**config.mk**
```make
export PLATFORM = sky130hd
export DESIGN_NAME = mem_port_arbiter
export DESIGN_NICKNAME = d
export VERILOG_FILES = /design/src/rtl/mem_port_arbiter.sv
export SDC_FILE = /design/constraint.sdc
export NUM_CORES = 1
export LEC_CHECK = 0
export ABC_AREA = 1
export CAP_MARGIN = 10
export CELL_PAD_IN_SITES_DETAIL_PLACEMENT = 1
export CELL_PAD_IN_SITES_GLOBAL_PLACEMENT = 2
export CORE_MARGIN = 2
export CORE_UTILIZATION = 20
export DETAILED_ROUTE_END_ITERATION = 7
export GPL_ROUTABILITY_DRIVEN = 0
export PLACE_DENSITY_LB_ADDON = 0.2
export SYNTH_ARGS = -nofsm -noshare
export SYNTH_HDL_FRONTEND = slang
export SYNTH_SLANG_ARGS = --single-unit
```
**constraint.sdc**
```tcl
create_clock -name clk -period 2 [get_ports clk]
set_input_delay 0.6 -clock clk [delete_from_list [all_inputs] [get_ports clk]]
set_output_delay 0.6 -clock clk [all_outputs]
set_load 0.005 [all_outputs]
```
**src/rtl/mem_port_arbiter.sv**
```systemverilog
// Steps the core through data access, instruction fetch and a clk_en pulse on one RAM port.
// Optional single-entry fetch buffer: define MEM_PORT_ARBITER_FETCH_BUF_EN.
module mem_port_arbiter #(
  parameter int ADDR_WIDTH = 31,
  parameter int DATA_WIDTH = 31
) (
  input  logic                  clk,
  input  logic                  rst,
  input  logic                  clk_en,
  output logic                  o_core_clk_en,
  input  logic [ADDR_WIDTH:0]   i_fetch_addr,
  output logic [DATA_WIDTH:0]   o_fetch_data,
  input  logic                  i_read_req,
  input  logic [ADDR_WIDTH:0]   i_read_addr,
  output logic [DATA_WIDTH:0]   o_read_data,
  input  logic                  i_write_enable,
  input  logic [3:0]            i_byte_enable,
  input  logic [ADDR_WIDTH:0]   i_write_addr,
  input  logic [DATA_WIDTH:0]   i_write_data,
  output logic                  o_mem_req,
  output logic                  o_mem_we,
  output logic [3:0]            o_mem_be,
  output logic [ADDR_WIDTH:0]   o_mem_addr,
  output logic [DATA_WIDTH:0]   o_mem_wdata,
  input  logic [DATA_WIDTH:0]   i_mem_rdata,
  input  logic                  i_mem_ready
);

  typedef enum logic [1:0] {
    IDLE,
    DATA,
    FETCH,
    STEP
  } state_t;

  state_t state;
  logic   skip_idle;
  logic   skip_data;

  assign o_core_clk_en = clk_en && (state == STEP);

`ifdef MEM_PORT_ARBITER_FETCH_BUF_EN
  logic [ADDR_WIDTH:0] tag;
  logic                tag_vld;
  logic                wr_kill;

  // A write landing on the buffered word must not be followed by a hit.
  assign wr_kill   = o_mem_we && (o_mem_addr == tag);
  assign skip_idle = tag_vld && (i_fetch_addr == tag);
  assign skip_data = tag_vld && !wr_kill && (i_fetch_addr == tag);

  always_ff @(posedge clk) begin
    if (rst) begin
      tag     <= '0;
      tag_vld <= 1'b0;
    end else begin
      if (state == DATA && i_mem_ready && wr_kill)
        tag_vld <= 1'b0;
      if (state == FETCH && i_mem_ready) begin
        tag     <= o_mem_addr;
        tag_vld <= 1'b1;
      end
    end
  end
`else
  assign skip_idle = 1'b0;
  assign skip_data = 1'b0;
`endif

  // The o_mem_* registers double as the latched data request.
  always_ff @(posedge clk) begin
    if (rst) begin
      state        <= IDLE;
      o_mem_req    <= 1'b0;
      o_mem_we     <= 1'b0;
      o_mem_be     <= 4'h0;
      o_mem_addr   <= '0;
      o_mem_wdata  <= '0;
      o_fetch_data <= '0;
      o_read_data  <= '0;
    end else begin
      case (state)
        IDLE: begin
          if (clk_en) begin
            if (i_write_enable) begin
              o_mem_req   <= 1'b1;
              o_mem_we    <= 1'b1;
              o_mem_be    <= i_byte_enable;
              o_mem_addr  <= i_write_addr;
              o_mem_wdata <= i_write_data;
              state       <= DATA;
            end else if (i_read_req) begin
              o_mem_req  <= 1'b1;
              o_mem_we   <= 1'b0;
              o_mem_be   <= 4'hf;
              o_mem_addr <= i_read_addr;
              state      <= DATA;
            end else if (skip_idle) begin
              state <= STEP;
            end else begin
              o_mem_req  <= 1'b1;
              o_mem_we   <= 1'b0;
              o_mem_be   <= 4'hf;
              o_mem_addr <= i_fetch_addr;
              state      <= FETCH;
            end
          end
        end
        DATA: begin
          if (i_mem_ready) begin
            if (!o_mem_we)
              o_read_data <= i_mem_rdata;
            o_mem_we <= 1'b0;
            if (skip_data) begin
              o_mem_req <= 1'b0;
              o_mem_be  <= 4'h0;
              state     <= STEP;
            end else begin
              o_mem_req  <= 1'b1;
              o_mem_be   <= 4'hf;
              o_mem_addr <= i_fetch_addr;
              state      <= FETCH;
            end
          end
        end
        FETCH: begin
          if (i_mem_ready) begin
            o_fetch_data <= i_mem_rdata;
            o_mem_req    <= 1'b0;
            o_mem_be     <= 4'h0;
            state        <= STEP;
          end
        end
        STEP: begin
          if (clk_en)
            state <= IDLE;
        end
        default: state <= IDLE;
      endcase
    end
  end

endmodule

```
Yosys cells after proc, flatten, opt, wreduce, memory -nomap -nowiden
Index checks and enable logic that the tools add are counted.
{"block": "word_totals", "register_bits": 136, "input_bits": 170, "word_cells": 50, "output_inout_bits": 135}
{"block": "op_classes", "n_reduce_logical": 10, "n_mux": 24, "n_bitwise": 1, "n_eq_ne": 7}
{"cell": "$mux 32", "n": 4}
{"cell": "$pmux 32 s2", "n": 1}
{"cell": "$mux 4", "n": 4}
{"cell": "$mux 2", "n": 6}
{"cell": "$pmux 4 s3", "n": 1}
{"cell": "$reduce_and 3->1", "n": 3}
{"cell": "$ne 2x2->1 const B", "n": 4}
{"cell": "$pmux 2 s4", "n": 1}
{"cell": "$reduce_and 4->1", "n": 2}
{"cell": "$mux 1", "n": 5}
{"cell": "$eq 2x2->1 const B", "n": 2}
{"cell": "$pmux 1 s3", "n": 1}
{"cell": "$reduce_bool 3->1", "n": 1}
{"cell": "$eq 2x1->1 const B", "n": 1}
{"cell": "$logic_not 2->1", "n": 1}
{"cell": "$pmux 1 s2", "n": 1}
{"cell": "$reduce_and 2->1", "n": 1}
{"cell": "$reduce_bool 2->1", "n": 1}
{"cell": "$logic_and 1x1->1", "n": 1}
{"cell": "$not 1->1", "n": 1}

Depth between registers and ports, before layout
Gate-level depths: netlist of the first run.
{"block": "logic_depth", "depth_word": 4, "ltp_mapped": 9, "depth_no_buf": 8}

Worst setup path after synthesis of the first run
Ideal clock, no wire load.
{"block": "synth_path", "kind": "input -> register", "from": "in i_write_enable", "to": "reg o_mem_addr[10]", "cell_stages": 6, "required_time_ps": 1881, "arrival_time_ps": 1376, "slack_ps": 505, "setup_ps": 119, "n_path_buf": 2, "path_cell_list": "buf_4 -> o21ai_2 -> clkbuf_1 -> nand2_1 -> nand3_1 -> a21oi_1"}
{"block": "synth_between", "elab_chain_len": 3}
{"item": "from (decl)", "line": "16", "rtl": "input logic i_write_enable,"}
{"item": "$mux 32", "line": "85", "rtl": "if (i_write_enable) begin"}
{"item": "$mux 32", "line": "84", "rtl": "if (clk_en) begin"}
{"item": "$pmux 32 s2", "line": "82", "rtl": "case (state)"}
{"item": "to (signal assigned)", "line": "89", "rtl": "o_mem_addr <= i_write_addr;"}
{"item": "to (signal assigned)", "line": "96", "rtl": "o_mem_addr <= i_read_addr;"}
{"item": "to (signal assigned)", "line": "104", "rtl": "o_mem_addr <= i_fetch_addr;"}
{"item": "to (decl)", "line": "23", "rtl": "output logic [ADDR_WIDTH:0] o_mem_addr,"}
No other way between the ends. The select of a mux whose other input is x is not followed.
A chain may end at the register's enable or synchronous reset.

Worst setup path after layout of the first run
{"block": "layout_path", "from": "reg o_mem_addr[27]", "to": "out o_mem_addr[27]"}
No word-level cell between the ends.

==> results of run 1 <==
-- layer usage --
layer | wire length, µm | up-vias
met2 | 11600 | 183
met3 | 2370 | 13
met4 | 274 | 0
met1 | 10600 | 3012
met5 | 0 | -
li1 | - | 3405
-- report_power, final --
| part | total [mW] | internal, mW | switching [mW] | leakage (nW) |
|---|---|---|---|---|
| combinational | 5.83 | 2.87 | 2.97 | 3.24 |
| sequential | 3.83 | 3.47 | 0.366 | 1.12 |
| clock | 3.24 | 1.80 | 1.43 | 0.289 |
| total | 12.9 | 8.14 | 4.77 | 4.64 |
-- cells in the mapped netlist --
cell type	n
nor2_1	147
nand3_1	65
ha_1	5
inv_2	3
clkbuf_1	22
nand2_1	223
a21oi_1	70
inv_1	146
nor2_2	2
buf_1	3
o21ai_0	62
dfxtp_1	136
nand3_2	1
buf_4	5
buf_2	22
o21ai_2	1
o21ai_1	4
-- through the flow --
step	std cells	setup TNS, ns	hold slack, ns	setup WS, ns
floorplan	917	0	0.462	0.505
detailed placement	1596	-7.48	0.460	-0.423
finish	1630	0	0.466	0.0687
global route	1630	0	0.483	0.00531
global placement	1596	-6.12	0.452	-0.437
CTS	1630	0	0.471	0.0160
-- repair_timing --
action	in CTS	in global routing
endpoints found under the setup margin	2	2
hold buffers	0	0
setup buffers	2	0
resized for setup	5	3
endpoints found under the hold margin	0	0
gates cloned	0	0
-- final timing paths --
check / slack (ns) / endpoint / startpoint
max reg2reg: 0.25 / o_mem_addr[21]$_SDFFE_PP0P_ / state[1]$_SDFFE_PP0P_
max: 0.07 / o_mem_addr[27] / o_mem_addr[27]$_SDFFE_PP0P_
min reg2reg: 0.47 / o_mem_wdata[13]$_SDFFE_PP0P_ / o_mem_wdata[13]$_SDFFE_PP0P_
min: 0.47 / o_mem_wdata[13]$_SDFFE_PP0P_ / o_mem_wdata[13]$_SDFFE_PP0P_
-- cells by family (layout without fill, tap and decap cells) --
group	count (synthesis)	after routing	share of synthesized area [%]
adder cells (fa/ha/maj)	5	5	1.04
AND/OR/NAND/NOR	438	438	28.9
AO/OA/AOI/OAI	137	137	11.5
flip-flops	136	136	45.3
buffers and inverters	201	524	13.3
-- layout make-up --
class	count	area share (%)
Inverter	149	5.39
Timing Repair Buffer	343	33.8
Multi-Input combinational cell	580	24.1
Sequential cell	136	26.3
Clock inverter	14	1.45
Tap cell	390	4.70
Clock buffer	18	4.23
-- sequential cells by signal, summed over array words and instances, names as in the netlist --
| signal | flops |
|---|---|
| o_fetch_data | 32 |
| o_mem_addr | 32 |
| o_mem_wdata | 32 |
| o_read_data | 32 |
| o_mem_be | 4 |
| state | 2 |
| o_mem_req | 1 |
| o_mem_we | 1 |
==> impl_metrics.yaml, run 1 <==
worst_setup_path:
  rr_worst_depth: 9
  worstPathRequired_ns: 1.40
  worstSetupStartpointType: "flip-flop"
  max_stage_delay_ns: 0.59
  critPathArrivalTime_ns: 1.33
  crit_cells: 1
  critPathSlowestCell: "clkdlybuf4s50_1"
  crit_buf_inv: 1
  cp-end-kind: "output port"
  crit_type: "flip-flop to output port"
  path_cells: "clkdlybuf4s50_1"
  cp_top_family: "buffers and inverters"
  path_max_fanout: 2
clock_network:
  clk_latency_ns: 0.42
  clockBufferDepth: 2
  tritoncts: "yes"
  clock-sinks: 136
  root_buffer: "clkbuf_16"
  htreeDepth: 4
  cts_inserted_buffers: 17
  cts.clk_slew.worst_paths_ns: 0.07
global_route:
  grt.busiest_layer: "met2"
  use_met3_pct: 6.77
  grt_pass1_wl_um: 37700
  grt_usage_pct: 15.6
  met2_usage_pct: 25.9
  grt_pass1_vias: 6746
  antenna_found_initial: 0
  grt_use_met1_pct: 18.2
  grt_start_max_net_pins: 60
  grt-ovfl-total: 0
detailed_routing:
  routedWlPerCell_um: 15.2
  vias_per_cell: 4.06
  drt_iter0_markers: 228
  dr_total_vias: 6613
  drc: 0
  wl_um: 24800
  drtAntennaViolNets: 0
  first_pass_iters: 4
min_path:
  holdPathStages: 2
  hold_path_class: "flip-flop to flip-flop"
synth:
  netlist_area_um2: 6010
  synth.area.top_cells: "dfxtp_1 45%, nand2_1 14%, nor2_1 9.2%"
  ys_seq_area_share_pct: 45.3
  synth_top_area_share_pct: 45.3
  syn_inst: 917
  yosysUniqueCellTypes: 17
  yosysTopAreaCell: "dfxtp_1"
  synth_nets: 1092
  ys_seq_elements: 136
  synth_area_per_cell_um2: 6.56
  yosysWarnings: 0
finish:
  fin_util_pct: 35.0
  n_antenna_cell: 0
  layout_commonest_cell: "clkdlybuf4s50_1"
  final_layout_size_suffix_gt1_share_pct: 6.85
  fin_area_um2: 10400
  seq_area_um2: 2730
  fill_cells: 3670
  final_cell_mix: "300 x clkdlybuf4s50_1, 222 x nand2_1, 145 x inv_1, 145 x nor2_1, 134 x dfxtp_1"
  multi_input_area_um2: 2500
  nets: 1402
  area_growth_pct: 72.6
floorplan:
  coreArea_um2: 29600
  start_util_pct: 20.3
  die_y_um: 177
  dieArea_um2: 31500
  die_x_um: 177
  row_count: 63
  num_io_pins: 305
power:
  p_per_area_nw_per_um2: 1240
  irDropWorstVdd_mv: 0.642
  p_total_mw: 12.9
  cellLeakagePower_nw: 4.64
outcome:
  status: "finished, final reports clean"
sta:
  setup_violations: 0
  slew_headroom_pct: 72.7
  hold_viol: 0
  maxClockFrequency_mhz: 518
  finalCritPeriodShare_pct: 96.6
  slew_viol_final: 0
  min_period_ns: 1.93
  worst_pin_slew_ns: 0.409
  grt_setup_unrepaired: "false"
  fin_skew_ns: 0.0139
placed_design:
  hpwl_um: 17700
  place_area_um2: 9760
  io_buffers: 304
flow_run:
  maxCapViolCount: 0
Power figures use the tool's default switching activity.
==> run 2: changes to the inputs <==
--- a/config.mk
+++ b/config.mk
@@ -14,6 +14,7 @@
 export DETAILED_ROUTE_END_ITERATION = 7
 export GPL_ROUTABILITY_DRIVEN = 0
 export PLACE_DENSITY_LB_ADDON = 0.2
+export RECOVER_POWER = 25
 export SYNTH_ARGS = -nofsm -noshare
 export SYNTH_HDL_FRONTEND = slang
 export SYNTH_SLANG_ARGS = --single-unit
==> run 2 against run 1 <==
Effect of this change:
- global-route usage unchanged
- clock skew barely moved
- non-clock buffer count stayed put
- design area down 0.43%
- maximum frequency grew 0.39%
- routed wire length barely moved
- worst hold slack lost 0.00075 ns
- power shrank 0.51%
- sequential share of layout area grew 0.10 points
- sequential cell count unchanged
- register-to-register slack lost 0.03 ns
- critical path type unchanged
- largest cell class unchanged
- highest routed layer unchanged
==> impl_metrics.yaml, run 2 (synthesized netlist as in run 1, its figures left out) <==
finish:
  nets: 1402
  fin_util_pct: 34.9
  fin_area_um2: 10300
  n_antenna_cell: 0
  layout_commonest_cell: "clkdlybuf4s50_1"
  final_cell_mix: "299 x clkdlybuf4s50_1, 222 x nand2_1, 146 x nor2_1"
  area_growth_pct: 71.8
  final_layout_size_suffix_gt1_share_pct: 6.45
clock_network:
  htreeDepth: 4
  clock-sinks: 136
  clockBufferDepth: 2
  root_buffer: "clkbuf_16"
  clk_latency_ns: 0.42
  cts.clk_slew.worst_paths_ns: 0.07
  cts_inserted_buffers: 17
  tritoncts: "yes"
  cts_hold_buf: 0
sta:
  grt_setup_unrepaired: "false"
  setup_violations: 0
  finalCritPeriodShare_pct: 96.2
  fin_skew_ns: 0.0138
  maxClockFrequency_mhz: 520
  hold_viol: 0
  worst_pin_slew_ns: 0.409
  slew_viol_final: 0
  slew_headroom_pct: 72.7
  worst_hold_slack_ns: 0.465
  min_period_ns: 1.92
global_route:
  grt_usage_pct: 15.6
  grt_start_max_net_pins: 60
  grt_pass1_vias: 6746
  grt_pass1_wl_um: 37700
  grt-ovfl-total: 0
  antenna_found_initial: 0
detailed_routing:
  first_pass_iters: 4
  drtAntennaViolNets: 0
  dr_total_vias: 6620
  vias_per_cell: 4.06
  routedWlPerCell_um: 15.2
  drc: 0
  wl_um: 24800
  drt_iter0_markers: 230
worst_setup_path:
  max_stage_delay_ns: 0.58
  cp_top_family: "buffers and inverters"
  path_max_fanout: 2
  crit_type: "flip-flop to output port"
  worstSetupStartpointType: "flip-flop"
  worstPathRequired_ns: 1.40
  cp-end-kind: "output port"
  path_cells: "clkdlybuf4s50_1"
  critPathArrivalTime_ns: 1.32
  critPathSlowestCell: "clkdlybuf4s50_1"
  crit_buf_inv: 1
floorplan:
  die_y_um: 177
  row_count: 63
  dieArea_um2: 31500
  coreArea_um2: 29600
  die_x_um: 177
  num_io_pins: 305
  start_util_pct: 20.3
outcome:
  status: "finished, final reports clean"
flow_run:
  maxCapViolCount: 0
min_path:
  hold_path_class: "flip-flop to flip-flop"
power:
  irDropWorstVdd_mv: 0.642
  p_per_area_nw_per_um2: 1240
  cellLeakagePower_nw: 4.61
placed_design:
  place_area_um2: 9760
  hpwl_um: 17700
  io_buffers: 304
## run 2: final timing paths
path | start | end | slack (ns) | depth (start not counted)
worst max register to register | state[1]$_SDFFE_PP0P_ | o_mem_addr[4]$_SDFFE_PP0P_ | 0.22 | 8
worst min register to register | o_mem_wdata[13]$_SDFFE_PP0P_ | o_mem_wdata[13]$_SDFFE_PP0P_ | 0.46 | 2
worst max-delay path | o_mem_addr[27]$_SDFFE_PP0P_ | o_mem_addr[27] | 0.08 | 1
worst min-delay path | o_mem_wdata[13]$_SDFFE_PP0P_ | o_mem_wdata[13]$_SDFFE_PP0P_ | 0.46 | 2
## run 2: cell type report
cell class              count  area (µm²)
fillers                  3676       19300
repair buffers            343        3470
flip-flops and latches    136        2720
multi-input cells         580        2500
inverters                 149         559
well taps                 390         488
clock buffers              18         439
clock inverters            14         150
## run 2: routing by layer
| metal | track usage, % | part of all wire [%] | vias up |
|---|---|---|---|
| met5 | 0 | 0 | - |
| met4 | 4.06 | 1.1 | 0 |
| met3 | 6.77 | 9.5 | 13 |
| met2 | 25.9 | 47 | 183 |
| met1 | 18.2 | 43 | 3018 |
| li1 | - | - | 3406 |
## run 2: power by group
part,internal [mW],switching [mW]
clock,1.80,1.43
sequential,3.47,0.366
combinational,2.81,2.96
total,8.08,4.76
## run 2: repair_timing
item / 4_1_cts / 5_1_grt
setup buffers: 2 / 0
gates resized for setup: 5 / 3
setup endpoints to repair: 2 / 2
## run 2: metrics by stage
step / setup TNS (ns) / power (mW) / cells / setup WS [ns]
floorplan: 0 / 6.50 / 917 / 0.505
global placement: -6.12 / 9.77 / 1596 / -0.437
detailed placement: -7.48 / 9.84 / 1596 / -0.423
CTS: 0 / 13.2 / 1630 / 0.0160
global route: 0 / 14.0 / 1630 / 0.00531
finish: 0 / 12.8 / 1630 / 0.0762
## run 2: worst register-to-register path, stage by stage (launching register included)
cell and delay (ns):
dfxtp_1 0.34, clkbuf_1 0.14, inv_1 0.09, ha_1 0.30, inv_2 0.13, buf_4 0.28, nand3_1 0.16, nand3_1 0.16
a21oi_1 0.08
==> run 3: changes to the inputs <==
--- a/config.mk
+++ b/config.mk
@@ -13,8 +13,10 @@
 export CORE_UTILIZATION = 20
 export DETAILED_ROUTE_END_ITERATION = 7
 export GPL_ROUTABILITY_DRIVEN = 0
+export GPL_TIMING_DRIVEN = 1
 export PLACE_DENSITY_LB_ADDON = 0.2
 export RECOVER_POWER = 25
+export REMOVE_ABC_BUFFERS = 1
 export SYNTH_ARGS = -nofsm -noshare
 export SYNTH_HDL_FRONTEND = slang
 export SYNTH_SLANG_ARGS = --single-unit
==> run 3 against run 2 <==
Effect of this change:
- power is 0.60% higher
- final cell count down 0.12%
- worst hold slack got worse by 0.00077 ns
- clock-buffer cell count stayed put
- design area did not move
- sequential power hardly changed
- worst setup slack lost 0.0045 ns
- clock skew grew 0.0021 ns
- sequential share of layout area grew 0.061 points
- largest power group unchanged
==> impl_metrics.yaml, run 3 (synthesized netlist as in run 1, its figures left out) <==
global_route:
  grt_pass1_vias: 6946
  grt_pass1_wl_um: 38000
  grt_start_max_net_pins: 39
  grt_usage_pct: 15.6
  grt-ovfl-total: 0
  antenna_found_initial: 1
sta:
  setup_tns_ns: 0
  finalCritPeriodShare_pct: 96.4
  hold_viol: 0
  maxClockFrequency_mhz: 519
  slew_headroom_pct: 71.4
  min_period_ns: 1.93
  worst_slack_ns: 0.0718
  setup_violations: 0
  grt_setup_unrepaired: "false"
  worst_pin_slew_ns: 0.429
  fin_skew_ns: 0.0160
  slew_viol_final: 0
finish:
  final_cell_mix: "301 x clkdlybuf4s50_1, 222 x nand2_1, 146 x nor2_1"
  fill_cells: 3669
  fin_util_pct: 34.9
  layout_commonest_cell: "clkdlybuf4s50_1"
  final_layout_size_suffix_gt1_share_pct: 6.47
  fin_area_um2: 10300
  nets: 1400
  area_growth_pct: 71.8
  stdcell_count: 1628
detailed_routing:
  drc: 0
  wl_um: 24700
  drt_iter0_markers: 178
  routedWlPerCell_um: 15.2
  drtAntennaViolNets: 0
  dr_total_vias: 6635
  first_pass_iters: 4
  vias_per_cell: 4.08
floorplan:
  die_x_um: 177
  die_y_um: 177
  dieArea_um2: 31500
  row_count: 63
  coreArea_um2: 29600
  start_util_pct: 20.3
  num_io_pins: 305
clock_network:
  cts_hold_buf: 0
  cts.clk_slew.worst_paths_ns: 0.06
  tritoncts: "yes"
  htreeDepth: 4
  clk_latency_ns: 0.43
  clock-sinks: 136
  clockBufferDepth: 2
  cts_inserted_buffers: 17
  root_buffer: "clkbuf_16"
worst_setup_path:
  r2r_slack_ns: 0.21
  worstSetupStartpointType: "flip-flop"
  cp-end-kind: "output port"
  path_max_fanout: 2
  r2r_end: "o_mem_be[1]$_SDFFE_PP0P_"
  cp_top_family: "buffers and inverters"
  worstPathRequired_ns: 1.40
  path_cells: "clkdlybuf4s50_1"
  crit_type: "flip-flop to output port"
  critPathArrivalTime_ns: 1.33
  crit_buf_inv: 1
  critPathSlowestCell: "clkdlybuf4s50_1"
  max_stage_delay_ns: 0.59
  reg2reg_from: "state[1]$_SDFFE_PP0P_"
  rr_worst_depth: 10
placed_design:
  place_area_um2: 9760
  placed_cells: 1594
  pre_cts_ws_ns: -0.432
  io_buffers: 304
  hpwl_um: 17900
min_path:
  holdPathStages: 2
  hold_start: "o_mem_wdata[10]$_SDFFE_PP0P_"
  holdPathEnd: "o_mem_wdata[10]$_SDFFE_PP0P_"
  hold_path_class: "flip-flop to flip-flop"
power:
  p_per_area_nw_per_um2: 1250
  irDropWorstVdd_mv: 0.504
  cellLeakagePower_nw: 4.59
outcome:
  status: "finished, final reports clean"
flow_run:
  maxCapViolCount: 0
run 3: where the power goes:
part	internal [mW]	switching (mW)	total (mW)
logic	2.82	2.98	5.79
clock network	1.90	1.37	3.27
registers	3.48	0.376	3.85
total	8.20	4.72	12.9
run 3: layer usage:
metal | global-route usage [%] | wire (µm) | up-vias
met1 | 18.2 | 10500 | 3058
met3 | 5.83 | 1910 | 16
li1 | - | - | 3397
met4 | 4.00 | 299 | 0
met2 | 26.9 | 12000 | 164
met5 | 0 | 0 | -
run 3: worst max-delay path by stage:
stage,from,to,slack (ns),cells past startpoint
after floorplan,state[0]$_SDFFE_PP0P_,o_mem_we$_SDFFE_PP0P_,-0.24,6
after global placement,clk_en,o_core_clk_en,-0.44,4
after detailed placement,clk_en,o_core_clk_en,-0.43,4
after CTS,o_mem_we$_SDFFE_PP0P_,o_mem_we,0.02,1
after global routing,o_mem_addr[13]$_SDFFE_PP0P_,o_mem_addr[13],0.003,1
final,o_mem_addr[13]$_SDFFE_PP0P_,o_mem_addr[13],0.07,1
run 3: repair_timing:
item	4_1_cts	5_1_grt
cloned	0	0
buffers inserted	2	0
resized for setup	9	2
endpoints found under the setup margin	1	5
hold endpoints to repair	0	0
run 3: layout make-up:
type,count,area [µm²],share of cell area [%]
well taps,390,488,4.72
diodes,1,2.50,0.0242
clock buffers,18,439,4.25
flip-flops and latches,136,2730,26.4
multi-input cells,580,2510,24.3
repair buffers,341,3440,33.3
inverters,149,559,5.41
clock inverters,13,159,1.54
run 3: metrics by stage:
step,total power [mW],hold slack [ns]
final,12.9,0.464
after global routing,14.0,0.483
after CTS,13.3,0.468
after detailed placement,9.90,0.458
after global placement,9.83,0.452
after floorplan,6.29,0.456
